==> src/rtl/clkdiv_pkg.sv <==
// Shared types and constants for the multi-channel clock divider.
// Mode encoding, 50 MHz divisor constants and a per-Hz divisor helper.
package clkdiv_pkg;

  typedef enum logic {
    MODE_TOGGLE = 1'b0,
    MODE_TICK   = 1'b1
  } clk_mode_e;

  localparam int unsigned SYS_CLK_HZ        = 50_000_000;
  localparam int unsigned DEF_DIV_50MHZ_1HZ = 25_000_000;
  // Toggle divisor for 1 Hz; divide by the wanted rate in Hz.
  localparam int unsigned DIV_PER_HZ_50MHZ  = SYS_CLK_HZ / 2;

  function automatic int unsigned div_for_hz(
    input int unsigned hz
  );
    return (hz == 0) ? DIV_PER_HZ_50MHZ
                     : DIV_PER_HZ_50MHZ / hz;
  endfunction

endpackage

==> src/rtl/clkdiv_channel.sv <==
// One divider channel: counter, shadow/active config and registered outputs.
// Shadow config moves to active only at terminal count, disable or sync.
module clkdiv_channel
  import clkdiv_pkg::*;
#(
  parameter int          CNT_W   = 25,
  parameter int unsigned DEF_DIV = DEF_DIV_50MHZ_1HZ
) (
  input  logic             clk,
  input  logic             reset_n,
  input  logic             en_i,
  input  logic             sync_i,
  input  logic             wr_i,
  input  logic [CNT_W-1:0] div_i,
  input  logic             mode_i,
  output logic             clk_out_o,
  output logic             tick_o
);

  localparam logic [CNT_W-1:0] RST_DIV = CNT_W'(DEF_DIV);

  logic [CNT_W-1:0] cnt_q, cnt_d;
  logic [CNT_W-1:0] adiv_q, adiv_d;
  logic [CNT_W-1:0] sdiv_q, sdiv_d;
  logic             amode_q, amode_d;
  logic             smode_q, smode_d;
  logic             out_q, out_d;
  logic             tick_q, tick_d;
  logic [CNT_W-1:0] dmax;
  logic             tc, stop, xfer;

  always_comb begin
    dmax    = (adiv_q == '0) ? CNT_W'(1) : adiv_q;
    tc      = (cnt_q == dmax - CNT_W'(1));
    stop    = !en_i || sync_i;
    cnt_d   = cnt_q;
    out_d   = out_q;
    tick_d  = tick_q;
    adiv_d  = adiv_q;
    amode_d = amode_q;
    sdiv_d  = sdiv_q;
    smode_d = smode_q;
    xfer    = 1'b0;
    if (wr_i) begin
      sdiv_d  = div_i;
      smode_d = mode_i;
    end
    unique case (1'b1)
      stop: begin
        cnt_d  = '0;
        out_d  = 1'b0;
        tick_d = 1'b0;
        xfer   = 1'b1;
      end
      (!stop && tc): begin
        cnt_d  = '0;
        tick_d = 1'b1;
        xfer   = 1'b1;
        if (amode_q == MODE_TOGGLE) out_d = ~out_q;
        if (smode_q == MODE_TICK)   out_d = 1'b0;
      end
      default: begin
        cnt_d  = cnt_q + CNT_W'(1);
        tick_d = 1'b0;
      end
    endcase
    // A write on this edge only reaches the shadow; transfer uses the old one.
    if (xfer) begin
      adiv_d  = sdiv_q;
      amode_d = smode_q;
    end
  end

  always_ff @(posedge clk or negedge reset_n) begin
    if (!reset_n) begin
      cnt_q   <= '0;
      adiv_q  <= RST_DIV;
      sdiv_q  <= RST_DIV;
      amode_q <= MODE_TOGGLE;
      smode_q <= MODE_TOGGLE;
      out_q   <= 1'b0;
      tick_q  <= 1'b0;
    end else begin
      cnt_q   <= cnt_d;
      adiv_q  <= adiv_d;
      sdiv_q  <= sdiv_d;
      amode_q <= amode_d;
      smode_q <= smode_d;
      out_q   <= out_d;
      tick_q  <= tick_d;
    end
  end

  assign clk_out_o = out_q;
  assign tick_o    = tick_q;

endmodule

==> src/rtl/multi_channel_clock_divider.sv <==
// NUM_CH independent programmable dividers sharing one config write port.
// Optional SYNC_START_EN adds sync_start to phase-align all enabled channels.
module multi_channel_clock_divider
  import clkdiv_pkg::*;
#(
  parameter int          NUM_CH  = 4,
  parameter int          CNT_W   = 25,
  parameter int unsigned DEF_DIV = DEF_DIV_50MHZ_1HZ,
  parameter int          CH_W    = (NUM_CH > 1) ? $clog2(NUM_CH) : 1
) (
  input  logic              clk,
  input  logic              reset_n,
`ifdef SYNC_START_EN
  input  logic              sync_start,
`endif
  input  logic              cfg_we,
  input  logic [CH_W-1:0]   cfg_ch,
  input  logic [CNT_W-1:0]  cfg_div,
  input  logic              cfg_mode,
  input  logic [NUM_CH-1:0] ch_en,
  output logic [NUM_CH-1:0] clk_out,
  output logic [NUM_CH-1:0] tick
);

  logic sync_w;

`ifdef SYNC_START_EN
  assign sync_w = sync_start;
`else
  assign sync_w = 1'b0;
`endif

  for (genvar i = 0; i < NUM_CH; i++) begin : g_ch
    // Out-of-range cfg_ch matches no channel, so the write is dropped.
    logic wr;
    assign wr = cfg_we && (cfg_ch == CH_W'(i));

    clkdiv_channel #(
      .CNT_W   (CNT_W),
      .DEF_DIV (DEF_DIV)
    ) u_ch (
      .clk       (clk),
      .reset_n   (reset_n),
      .en_i      (ch_en[i]),
      .sync_i    (sync_w),
      .wr_i      (wr),
      .div_i     (cfg_div),
      .mode_i    (cfg_mode),
      .clk_out_o (clk_out[i]),
      .tick_o    (tick[i])
    );
  end

endmodule

==> config.mk <==
export PLATFORM = sky130hd
export DESIGN_NAME = multi_channel_clock_divider
export DESIGN_NICKNAME = d
export VERILOG_FILES = /design/src/rtl/clkdiv_pkg.sv /design/src/rtl/clkdiv_channel.sv /design/src/rtl/multi_channel_clock_divider.sv
export SDC_FILE = /design/constraint.sdc
export NUM_CORES = 1
export LEC_CHECK = 0
export ABC_AREA = 1
export BUFFER_PORTS_ARGS = -buffer_cell sky130_fd_sc_hd__buf_4
export CORE_MARGIN = 5
export CORE_UTILIZATION = 25
export DETAILED_ROUTE_END_ITERATION = 16
export PLACE_DENSITY_LB_ADDON = 0.3
export REMOVE_ABC_BUFFERS = 1
export SETUP_SLACK_MARGIN = 0.3
export SLEW_MARGIN = 20
export SYNTH_ARGS = -nofsm -noshare
export SYNTH_HDL_FRONTEND = slang
export SYNTH_SLANG_ARGS = --single-unit
==> constraint.sdc <==
create_clock -name clk -period 3 [get_ports clk]
set_input_delay 0.45 -clock clk [delete_from_list [all_inputs] [get_ports clk]]
set_output_delay 0.45 -clock clk [all_outputs]
set_load 0.01 [all_outputs]
==> results.json, run 1 <==
{
  "cp_max_fo": 6,
  "min_path_cells": 3,
  "drc": 0,
  "fp-row-count": 97,
  "synth_cells": 2338,
  "synth_seq_area_share_pct": 45.36,
  "die_w_um": 276.1,
  "cts_buffers": 37,
  "cts-root-buf": "clkbuf_16",
  "vias": 16450,
  "clkSinkCount": 316,
  "setup_viol": 101,
  "use_met3_pct": 1.999,
  "cts.clk_slew.worst_paths_ns": 0.06,
  "nFillCells": 7216,
  "r2r_slack_ns": -0.17,
  "start_kind": "register",
  "path_cells": "nor2_2 > nand2_1 > nor2_1 > nand2_2 > nor2_4 > nor2_2 > ha_2 > nand3_4 > nor2_4 > nand3_2 > inv_2 > nand4_1 > xor2_1 > xor2_1 > nand3_4 > o21ai_4 > buf_6 > buf_12 > buf_12 > buf_16 > nand2_2 > nand2_1",
  "areaGrowthSynthToFinish_pct": 45.63,
  "min_to": "g_ch[2].u_ch.adiv_q[6]$_DFFE_PN1N_",
  "min_from": "ch_en[2]",
  "synth.largest_area_cell": "dfrtp_1",
  "routedWlPerCell_um": 15.50,
  "port-buffer-count": 42,
  "finalCritPeriodShare_pct": 105.6,
  "crit_buf_inv": 5,
  "rsz0062_at_grt": "yes",
  "wl_um": 57590,
  "critPathTopFamily": "simple AND/OR/NAND/NOR gates",
  "first_pass_iters": 5,
  "yosys-top-cells-area": "dfrtp_1 (31%), dfstp_2 (14%), nand2_1 (13%)",
  "power_w": 0.01451,
  "antenna_found_initial": 3,
  "setup_slack_ns": -0.1693,
  "first_global_vias": 16020,
  "ys.flop_type": "dfrtp_1",
  "cp_slowest_cell": "dfstp_2",
  "max_freq_mhz": 315.5,
  "vias_per_cell": 4.429,
  "dp_hpwl_um": 38240,
  "grt_usage_pct": 14.56,
  "synth.distinct_cells": 44,
  "die-area_um2": 76220,
  "gr-total-overflow": 0,
  "final_nets": 2788,
  "drive_gt1_share_pct": 35.22,
  "synth-seq-cells": 316,
  "worstSetupPathType": "reg2reg",
  "yosysMostFrequentCell": "nand2_1",
  "placed_area_um2": 20810,
  "finalHoldViolations": 0,
  "fin_area_um2": 25780,
  "rr_startpoint": "g_ch[1].u_ch.adiv_q[13]$_DFFE_PN1N_",
  "leakagePower_nw": 11.86,
  "synth_commonest_cells": "nand2_1 (609), nor2_1 (320), inv_1 (286)",
  "status": "finished with violations",
  "finalClockSkew_ns": 0.01850,
  "maxCapViolCount": 0,
  "cts_tree": "yes",
  "tightest_slew_ns": 1.009,
  "grt_most_used_layer": "met2",
  "first_iter_violations": 1123,
  "grt_max_degree": 76,
  "reg2reg_depth": 22,
  "relSlewSlack_pct": 32.76,
  "drv_slew": 0,
  "cts_buffer_depth": 3,
  "async_flop_share_pct": 100.0,
  "ant_nets": 0,
  "r2r-end": "g_ch[1].u_ch.adiv_q[0]$_DFFE_PN0N_",
  "htree_num_levels": 2,
  "insertion_delay_ns": 0.57,
  "fp.coreArea_um2": 70150,
  "arrival_ns": 3.67,
  "fin_crit_ns": 3.169,
  "die_y_um": 276.1,
  "dp_slack_ns": -0.4984,
  "yosysWarnings": 0,
  "max_stage_delay_ns": 0.54,
  "grt_pass1_wl_um": 90990,
  "ir_worst_vdd_uv": 350.5,
  "synth_edf_count": 0,
  "gp_congestion": 0.8793,
  "worst_ep_required_time_ns": 3.50,
  "synth_top_area_share_pct": 31.10,
  "syn_area_um2": 17700,
  "met1_usage_pct": 20.54,
  "endpoint_kind": "register",
  "initial_core_util_pct": 25.23,
  "use_met2_pct": 23.23,
  "pwr_density_cell_nw_per_um2": 563.0,
  "violations": "negative setup slack",
  "synth.avg_cell_area_um2": 7.570,
  "hold_class": "in2reg",
  "boundaryPins": 43
}
-- placed cells by master, fill, tap and decap left out, types with 46 or more instances in the layout --
cell	netlist	layout
nand2_1	609	508
nor2_1	320	225
nand3_1	137	116
clkbuf_16	0	46
nand4_1	50	50
nand2_2	3	60
nor2_2	5	65
inv_1	286	256
o21ai_2	1	57
xor2_1	102	98
o21ai_0	209	129
buf_4	18	332
dfstp_2	96	96
dfrtp_1	220	220
-- how the worst max path moves through the flow --
stage	startpoint	to	slack (ns)	cells after the start
2_1_floorplan	g_ch[3].u_ch.adiv_q[19]$_DFFE_PN1N_	g_ch[3].u_ch.adiv_q[0]$_DFFE_PN0N_	-0.94	22
3_3_place_gp	g_ch[1].u_ch.adiv_q[19]$_DFFE_PN1N_	g_ch[1].u_ch.adiv_q[11]$_DFFE_PN1N_	-0.44	20
3_5_place_dp	g_ch[1].u_ch.adiv_q[21]$_DFFE_PN1N_	g_ch[1].u_ch.cnt_q[4]$_DFF_PN0_	-0.50	20
4_1_cts	g_ch[1].u_ch.adiv_q[6]$_DFFE_PN1N_	g_ch[1].u_ch.adiv_q[0]$_DFFE_PN0N_	-0.18	22
5_1_grt	g_ch[1].u_ch.adiv_q[13]$_DFFE_PN1N_	g_ch[1].u_ch.adiv_q[13]$_DFFE_PN1N_	-0.38	22
6_report	g_ch[1].u_ch.adiv_q[13]$_DFFE_PN1N_	g_ch[1].u_ch.adiv_q[0]$_DFFE_PN0N_	-0.17	22
-- metrics by stage --
stage / TNS [ns] / util, % / hold slack [ns] / instances
floorplan: -132.27 / - / 0.1544 / 2268
detailed placement: -37.35 / 29.66 / 0.4129 / 3495
finish: -6.711 / 36.74 / 0.1700 / 3715
CTS: -7.278 / 35.08 / 0.1472 / 3689
global route: -42.22 / 36.74 / 0.1760 / 3714
global placement: -30.46 / 29.66 / 0.4157 / 3495
-- worst reg2reg max path, stage by stage (launching register included) --
cell and delay (ns):
dfstp_2 0.54, nor2_2 0.05, nand2_1 0.08, nor2_1 0.07, nand2_2 0.09, nor2_4 0.04, nor2_2 0.11, ha_2 0.23
nand3_4 0.09, nor2_4 0.18, nand3_2 0.13, inv_2 0.07, nand4_1 0.08, xor2_1 0.20, xor2_1 0.25, nand3_4 0.14
o21ai_4 0.18, buf_6 0.13, buf_12 0.13, buf_12 0.11, buf_16 0.12, nand2_2 0.04, nand2_1 0.05
-- cell type report --
type | count | area (um2) | area share, %
repair buffers | 437 | 4467 | 17.33
inverters | 289 | 1085 | 4.209
clock inverters | 15 | 135.1 | 0.5242
clock buffers | 53 | 1161 | 4.505
multi-input cells | 1664 | 9722 | 37.72
diodes | 1 | 2.502 | 0.009708
flip-flops and latches | 316 | 8028 | 31.14
well taps | 940 | 1176 | 4.563
-- per-layer routing --
metal,part of all wire (%),vias up
met5,0.11,-
met4,3.1,2
met3,4.1,96
met2,46,316
met1,47,7773
li1,-,8267
-- power breakdown --
part           switching [W]  internal [W]
Combinational        0.00234       0.00210
Sequential          0.000373       0.00489
Clock                0.00193       0.00287
-- flip-flops by register name, summed over array words and instances (netlist names) --
register             count
g_ch.u_ch.clk_out_o      4
g_ch.u_ch.sdiv_q       100
g_ch.u_ch.adiv_q       100
g_ch.u_ch.tick_o         4
g_ch.u_ch.smode_q        4
g_ch.u_ch.amode_q        4
g_ch.u_ch.cnt_q        100
-- logic make-up after synthesis --
family | Yosys count | synth area share, %
AND/OR/NAND/NOR | 1247 | 30.01
buffers and inverters | 359 | 8.384
flip-flops | 316 | 45.36
AO/OA/AOI/OAI | 254 | 7.444
XOR/XNOR | 154 | 8.243
adder cells (fa/ha/maj) | 8 | 0.5656
-- timing repair --
action / 4_1_cts / 5_1_grt
pin swaps: 77 / 78
hold buffers: 1 / 0
buffers inserted: 93 / 19
gates resized for setup: 353 / 252
gates cloned: 32 / 6
hold endpoints to repair: 21 / 0
endpoints found under the setup margin: 212 / 212
(Power assumes the default switching activity.)
==> run 2, diff against run 1 <==
CELL_PAD_IN_SITES_DETAIL_PLACEMENT = 1   (was unset)
CELL_PAD_IN_SITES_GLOBAL_PLACEMENT = 2   (was unset)
==> run 2 against run 1 <==
The flow still finishes with violations (negative setup slack). Critical path depth stayed put. Power is 3.7% higher. Utilization is 1.1 points higher. Cell count is 0.51% higher. Critical path type unchanged. Largest power group unchanged.
==> results.json, run 2 (synthesis gave the netlist of run 1 again) <==
{
  "fin_area_um2": 26540,
  "ant_nets": 0,
  "die_w_um": 276.1,
  "status": "finished with violations",
  "fin_util_pct": 37.83,
  "port-buffer-count": 42,
  "finalClockSkew_ns": 0.02027,
  "cts_tree": "yes",
  "final_cell_mix": "nand2_1 (464), buf_4 (352), inv_1 (249)",
  "maxCapViolCount": 0,
  "grt_usage_pct": 16.32,
  "violations": "negative setup slack",
  "cp_slowest_cell": "dfstp_2",
  "antenna_found_initial": 1,
  "vias": 16950,
  "finalCritPeriodShare_pct": 108.1,
  "routedWlPerCell_um": 17.92,
  "start_kind": "register",
  "first_global_vias": 18020,
  "hold_class": "in2reg",
  "seq_area_um2": 8028,
  "cp_max_fo": 5,
  "pwr_density_cell_nw_per_um2": 567.2,
  "top_regs": "g_ch.u_ch.adiv_q (100), g_ch.u_ch.cnt_q (100), g_ch.u_ch.sdiv_q (100)",
  "rr_startpoint": "g_ch[1].u_ch.adiv_q[21]$_DFFE_PN1N_",
  "gp_congestion": 0.8671,
  "layout_commonest_cell": "nand2_1",
  "leakagePower_nw": 12.20,
  "grt_max_degree": 73,
  "max_stage_delay_ns": 0.53,
  "placed_area_um2": 20940,
  "cts_buffers": 40,
  "cts_buffer_depth": 3,
  "clkSinkCount": 316,
  "max_freq_mhz": 308.3,
  "ir_worst_vdd_uv": 389.2,
  "worst_ep_required_time_ns": 3.45,
  "relSlewSlack_pct": 37.49,
  "setup_viol": 180,
  "cts.clk_slew.worst_paths_ns": 0.06,
  "first_iter_violations": 698,
  "gr-total-overflow": 0,
  "initial_core_util_pct": 25.23,
  "areaGrowthSynthToFinish_pct": 49.93,
  "finalHoldViolations": 0,
  "fin_crit_ns": 3.244,
  "multi_input_area_um2": 10380,
  "cts-root-buf": "clkbuf_16",
  "drv_slew": 0,
  "nFillCells": 8369,
  "drc": 0,
  "fp.coreArea_um2": 70150,
  "vias_per_cell": 4.538,
  "arrival_ns": 3.69,
  "boundaryPins": 43,
  "power_w": 0.01505,
  "die_y_um": 276.1,
  "wl_um": 66910,
  "rsz0062_at_grt": "yes",
  "tightest_slew_ns": 0.9366,
  "finalNonFillerCells": 3734,
  "dp_hpwl_um": 44620,
  "grt_pass1_wl_um": 101300,
  "fp-row-count": 97,
  "first_pass_iters": 5,
  "cp_common_cell": "nor2_4",
  "path_cells": "inv_2 > nand2_2 > nor2_4 > nand2_2 > nor2_4 > nor2_4 > ha_4 > nand4_1 > nor3_4 > buf_4 > buf_6 > nand2_2 > xnor3_1 > nand3_2 > nor2_4 > nand3_4 > buf_6 > buf_6 > nor2_4 > nor2_4 > nor2_2 > a21oi_1",
  "final_nets": 2806,
  "worstSetupPathType": "reg2reg",
  "die-area_um2": 76220,
  "placedCellCount": 3515,
  "min_from": "ch_en[2]",
  "setup.worst_path.start": "g_ch[1].u_ch.adiv_q[21]$_DFFE_PN1N_",
  "drive_gt1_share_pct": 39.10,
  "insertion_delay_ns": 0.57,
  "setup_slack_ns": -0.2440,
  "htree_num_levels": 2,
  "endpoint_kind": "register"
}
==> run 2: changes by cell type in the layout (fill, tap and decap cells not counted), moves of 7 or more <==
cell	before	now
nor2_1	225	200
nor2_2	65	75
nand2_2	60	73
clkbuf_1	3	10
nand2_4	42	72
buf_6	38	29
nor2_4	39	54
nand2_1	508	464
clkbuf_16	46	55
buf_16	30	23
buf_4	332	352
o21ai_2	57	69
inv_1	256	249
==> run 2: layout make-up <==
| type | count | area share, % |
|---|---|---|
| Antenna cell | 1 | 0.009430 |
| Clock buffer | 65 | 4.734 |
| Clock inverter | 7 | 0.2405 |
| Inverter | 289 | 4.107 |
| Multi-Input combinational cell | 1666 | 39.11 |
| Sequential cell | 316 | 30.25 |
| Tap cell | 940 | 4.432 |
| Timing Repair Buffer | 450 | 17.12 |
==> run 2: final timing paths <==
kind                                                  endpoint  slack, ns  cells past startpoint
min reg2reg                g_ch[0].u_ch.adiv_q[24]$_DFFE_PN1N_       0.46                      2
max                         g_ch[1].u_ch.clk_out_o$_DFFE_PN0P_      -0.24                     22
min                         g_ch[2].u_ch.adiv_q[6]$_DFFE_PN1N_       0.17                      3
min in group asynchronous     g_ch[0].u_ch.cnt_q[18]$_DFF_PN0_       0.42                      2
max in group asynchronous  g_ch[1].u_ch.sdiv_q[19]$_DFFE_PN1P_       1.72                      3
max reg2reg                 g_ch[1].u_ch.clk_out_o$_DFFE_PN0P_      -0.24                     22
==> run 2: power breakdown <==
part	switching (W)	total, W	internal [W]
logic	0.00259	0.00481	0.00222
registers	0.000399	0.00529	0.00490
clock network	0.00202	0.00495	0.00293
==> run 2: critical path, delay by kind of cell, from the launching register on <==
kind | cells | cell delay (ns)
simple gates | 14 | 1.64
flops | 1 | 0.53
compound gates | 1 | 0.05
buf+inv | 5 | 0.54
xor+xnor | 1 | 0.21
fa+ha+maj | 1 | 0.16
==> run 2: through the flow <==
stage	setup slack (ns)	TNS, ns	hold WS, ns
2_1_floorplan	-0.9420	-132.27	0.1544
3_3_place_gp	-0.5273	-50.09	0.4421
3_5_place_dp	-0.6255	-55.47	0.4500
4_1_cts	-0.2080	-17.10	0.1269
5_1_grt	-0.3859	-55.39	0.1638
6_report	-0.2440	-23.88	0.1699
==> run 2: what timing repair did <==
action	in CTS	in global routing
gates resized for setup	273	483
hold endpoints to repair	35	0
hold buffers	1	0
pin swaps	43	134
buffers inserted	67	35
endpoints found under the setup margin	212	212
cloned	22	21
==> run 2: routing by layer <==
| layer | routed length (um) | global-route usage (%) | vias up |
|---|---|---|---|
| met5 | 0 | 0 | - |
| met1 | 29950 | 21.29 | 8358 |
| met4 | 1678 | 4.200 | 0 |
| met3 | 2444 | 2.801 | 87 |
| met2 | 32830 | 28.17 | 212 |
| li1 | - | - | 8289 |
==> run 3, diff against run 2 <==
PLACE_DENSITY = 0.71   (was unset)
PLACE_DENSITY_LB_ADDON = unset   (was 0.3)
==> run 3 against run 2 <==
The run still ends with negative setup slack left. Critical path depth increased by 2. Register-to-register slack got worse by 0.04 ns. Sequential cell count unchanged. Cell count about the same. First-iteration DRC count increased by 8.6%. Non-clock buffer count increased by 3. Utilization increased by 0.18 points. Worst hold slack got worse by 0.0069 ns. Wire length increased by 0.19%. Maximum frequency decreased by 1.2%.
==> results.json, run 3 (synthesis gave the netlist of run 1 again) <==
{
  "status": "finished with violations",
  "violations": "negative setup slack",
  "worstSetupPathType": "reg2reg",
  "grt_max_degree": 84,
  "insertion_delay_ns": 0.58,
  "vias_per_cell": 4.598,
  "leakagePower_nw": 12.22,
  "hold_class": "in2reg",
  "ir_worst_vdd_uv": 339.9,
  "max_stage_delay_ns": 0.39,
  "nFillCells": 8311,
  "gp_congestion": 0.8874,
  "port-buffer-count": 42,
  "tightest_slew_ns": 0.9387,
  "final_cell_mix": "nand2_1 (458), buf_4 (344), inv_1 (248)",
  "grt_pass1_wl_um": 104000,
  "routedWlPerCell_um": 17.95,
  "finalHoldViolations": 0,
  "min_path_cells": 3,
  "arrival_ns": 3.75,
  "htree_num_levels": 2,
  "initial_core_util_pct": 25.23,
  "fp-row-count": 97,
  "critPathTopFamily": "simple AND/OR/NAND/NOR gates",
  "cp_slowest_cell": "dfrtp_1",
  "finalClockSkew_ns": 0.01837,
  "top_regs": "g_ch.u_ch.adiv_q (100), g_ch.u_ch.cnt_q (100), g_ch.u_ch.sdiv_q (100)",
  "finalCritPeriodShare_pct": 109.4,
  "setup_slack_ns": -0.2829,
  "layout_commonest_cell": "nand2_1",
  "reg2reg_depth": 24,
  "crit_buf_inv": 7,
  "die-area_um2": 76220,
  "power_w": 0.01499,
  "drive_gt1_share_pct": 38.87,
  "cts_tree": "yes",
  "max_freq_mhz": 304.6,
  "drt-met1-wl_um": 30030,
  "cp_max_fo": 5,
  "relSlewSlack_pct": 37.42,
  "placed_area_um2": 20870,
  "final_nets": 2806,
  "ant_nets": 0,
  "grt_usage_pct": 16.82,
  "fin_crit_ns": 3.283,
  "dr_wl_met2_um": 32690,
  "clkSinkCount": 316,
  "vias": 17170,
  "cts-root-buf": "clkbuf_16",
  "fin_area_um2": 26660,
  "crit_cells": 24,
  "die_y_um": 276.1,
  "cts_buffers": 39,
  "drc": 0,
  "rsz0062_at_grt": "yes",
  "wl_met3_um": 2421,
  "wl_um": 67040,
  "first_iter_violations": 758,
  "endpoint_kind": "register",
  "dp_hpwl_um": 43880,
  "maxCapViolCount": 0,
  "first_global_vias": 18550,
  "setup_viol": 208,
  "gr-total-overflow": 0,
  "boundaryPins": 43,
  "highest_layer": "met4",
  "areaGrowthSynthToFinish_pct": 50.64,
  "tns_ns": -35.62,
  "path_cells": "inv_1 > nand2_2 > nor2_4 > nand3_2 > nor2_4 > nor2_4 > ha_2 > nand4_1 > buf_6 > xor2_2 > xor2_1 > inv_1 > nand2_1 > nor2_1 > nand2_1 > nor2_2 > nand2_4 > nand2_8 > buf_12 > buf_6 > buf_6 > buf_16 > nand2_2 > o21ai_1",
  "pwr_density_cell_nw_per_um2": 562.3,
  "fp.coreArea_um2": 70150,
  "cts.clk_slew.worst_paths_ns": 0.06,
  "drv_slew": 0,
  "cts_buffer_depth": 3,
  "start_kind": "register",
  "first_pass_iters": 5,
  "worst_ep_required_time_ns": 3.47,
  "antenna_found_initial": 4,
  "die_w_um": 276.1
}
-- run 3: changes by cell type in the layout (fill, tap and decap cells not counted), moves of 8 or more --
cell,delta
nor2_2,-18
nor2_4,+11
buf_4,-8
buf_16,+12
clkbuf_16,-12
buf_12,+12
-- run 3: final cells by class --
class	count	area, um2	share of cell area (%)
Tap cell	940	1176	4.411
Clock inverter	8	82.58	0.3097
Inverter	289	1085	4.069
Multi-Input combinational cell	1664	10370	38.91
Timing Repair Buffer	453	4745	17.79
Sequential cell	316	8028	30.11
Clock buffer	64	1171	4.392
Antenna cell	1	2.502	0.009385
-- run 3: per-layer routing --
layer	GRT usage (%)	up-vias
met5	0	-
met1	21.96	8542
met2	28.80	226
li1	-	8301
met3	2.624	103
met4	5.186	0
-- run 3: report_power, final --
group          total (W)  internal [W]  switching (W)
Sequential       0.00531       0.00490       0.000413
Combinational    0.00494       0.00228        0.00266
Clock            0.00475       0.00276        0.00199
-- run 3: worst register-to-register path: stages, from the launching register on --
cell,delay (ns)
dfrtp_1,0.39
inv_1,0.12
nand2_2,0.12
nor2_4,0.14
nand3_2,0.11
nor2_4,0.15
nor2_4,0.06
ha_2,0.19
nand4_1,0.19
buf_6,0.16
xor2_2,0.17
xor2_1,0.19
inv_1,0.06
nand2_1,0.07
nor2_1,0.05
nand2_1,0.11
nor2_2,0.07
nand2_4,0.12
nand2_8,0.10
buf_12,0.14
buf_6,0.10
buf_6,0.12
buf_16,0.14
nand2_2,0.05
o21ai_1,0.06
-- run 3: metrics by stage --
step / hold WS, ns / std cells / utilization, % / worst slack (ns)
global route: 0.1564 / 3734 / 38.01 / -0.4534
finish: 0.1630 / 3735 / 38.01 / -0.2829
floorplan: 0.1544 / 2268 / - / -0.9420
CTS: 0.1280 / 3694 / 35.82 / -0.1863
global placement: 0.4439 / 3506 / 29.76 / -0.4754
detailed placement: 0.4444 / 3506 / 29.76 / -0.4902
-- run 3: path summary, 6_finish.rpt --
kind | from | endpoint | slack (ns)
min in group asynchronous | reset_n | g_ch[3].u_ch.cnt_q[4]$_DFF_PN0_ | 0.45
max in group asynchronous | reset_n | g_ch[2].u_ch.sdiv_q[19]$_DFFE_PN1P_ | 1.66
hold / removal | ch_en[2] | g_ch[2].u_ch.adiv_q[6]$_DFFE_PN1N_ | 0.16
setup reg to reg | g_ch[0].u_ch.adiv_q[10]$_DFFE_PN0N_ | g_ch[0].u_ch.adiv_q[9]$_DFFE_PN0N_ | -0.28
hold reg to reg | g_ch[3].u_ch.sdiv_q[6]$_DFFE_PN1P_ | g_ch[3].u_ch.adiv_q[6]$_DFFE_PN1N_ | 0.46
setup / recovery | g_ch[0].u_ch.adiv_q[10]$_DFFE_PN0N_ | g_ch[0].u_ch.adiv_q[9]$_DFFE_PN0N_ | -0.28
-- run 3: repair_timing --
action,in CTS,in global routing
buffers inserted,80,36
endpoints found under the hold margin,52,0
endpoints found under the setup margin,212,212
cloned,35,4
pin swaps,84,114
gates resized for setup,453,324
hold buffers,1,0
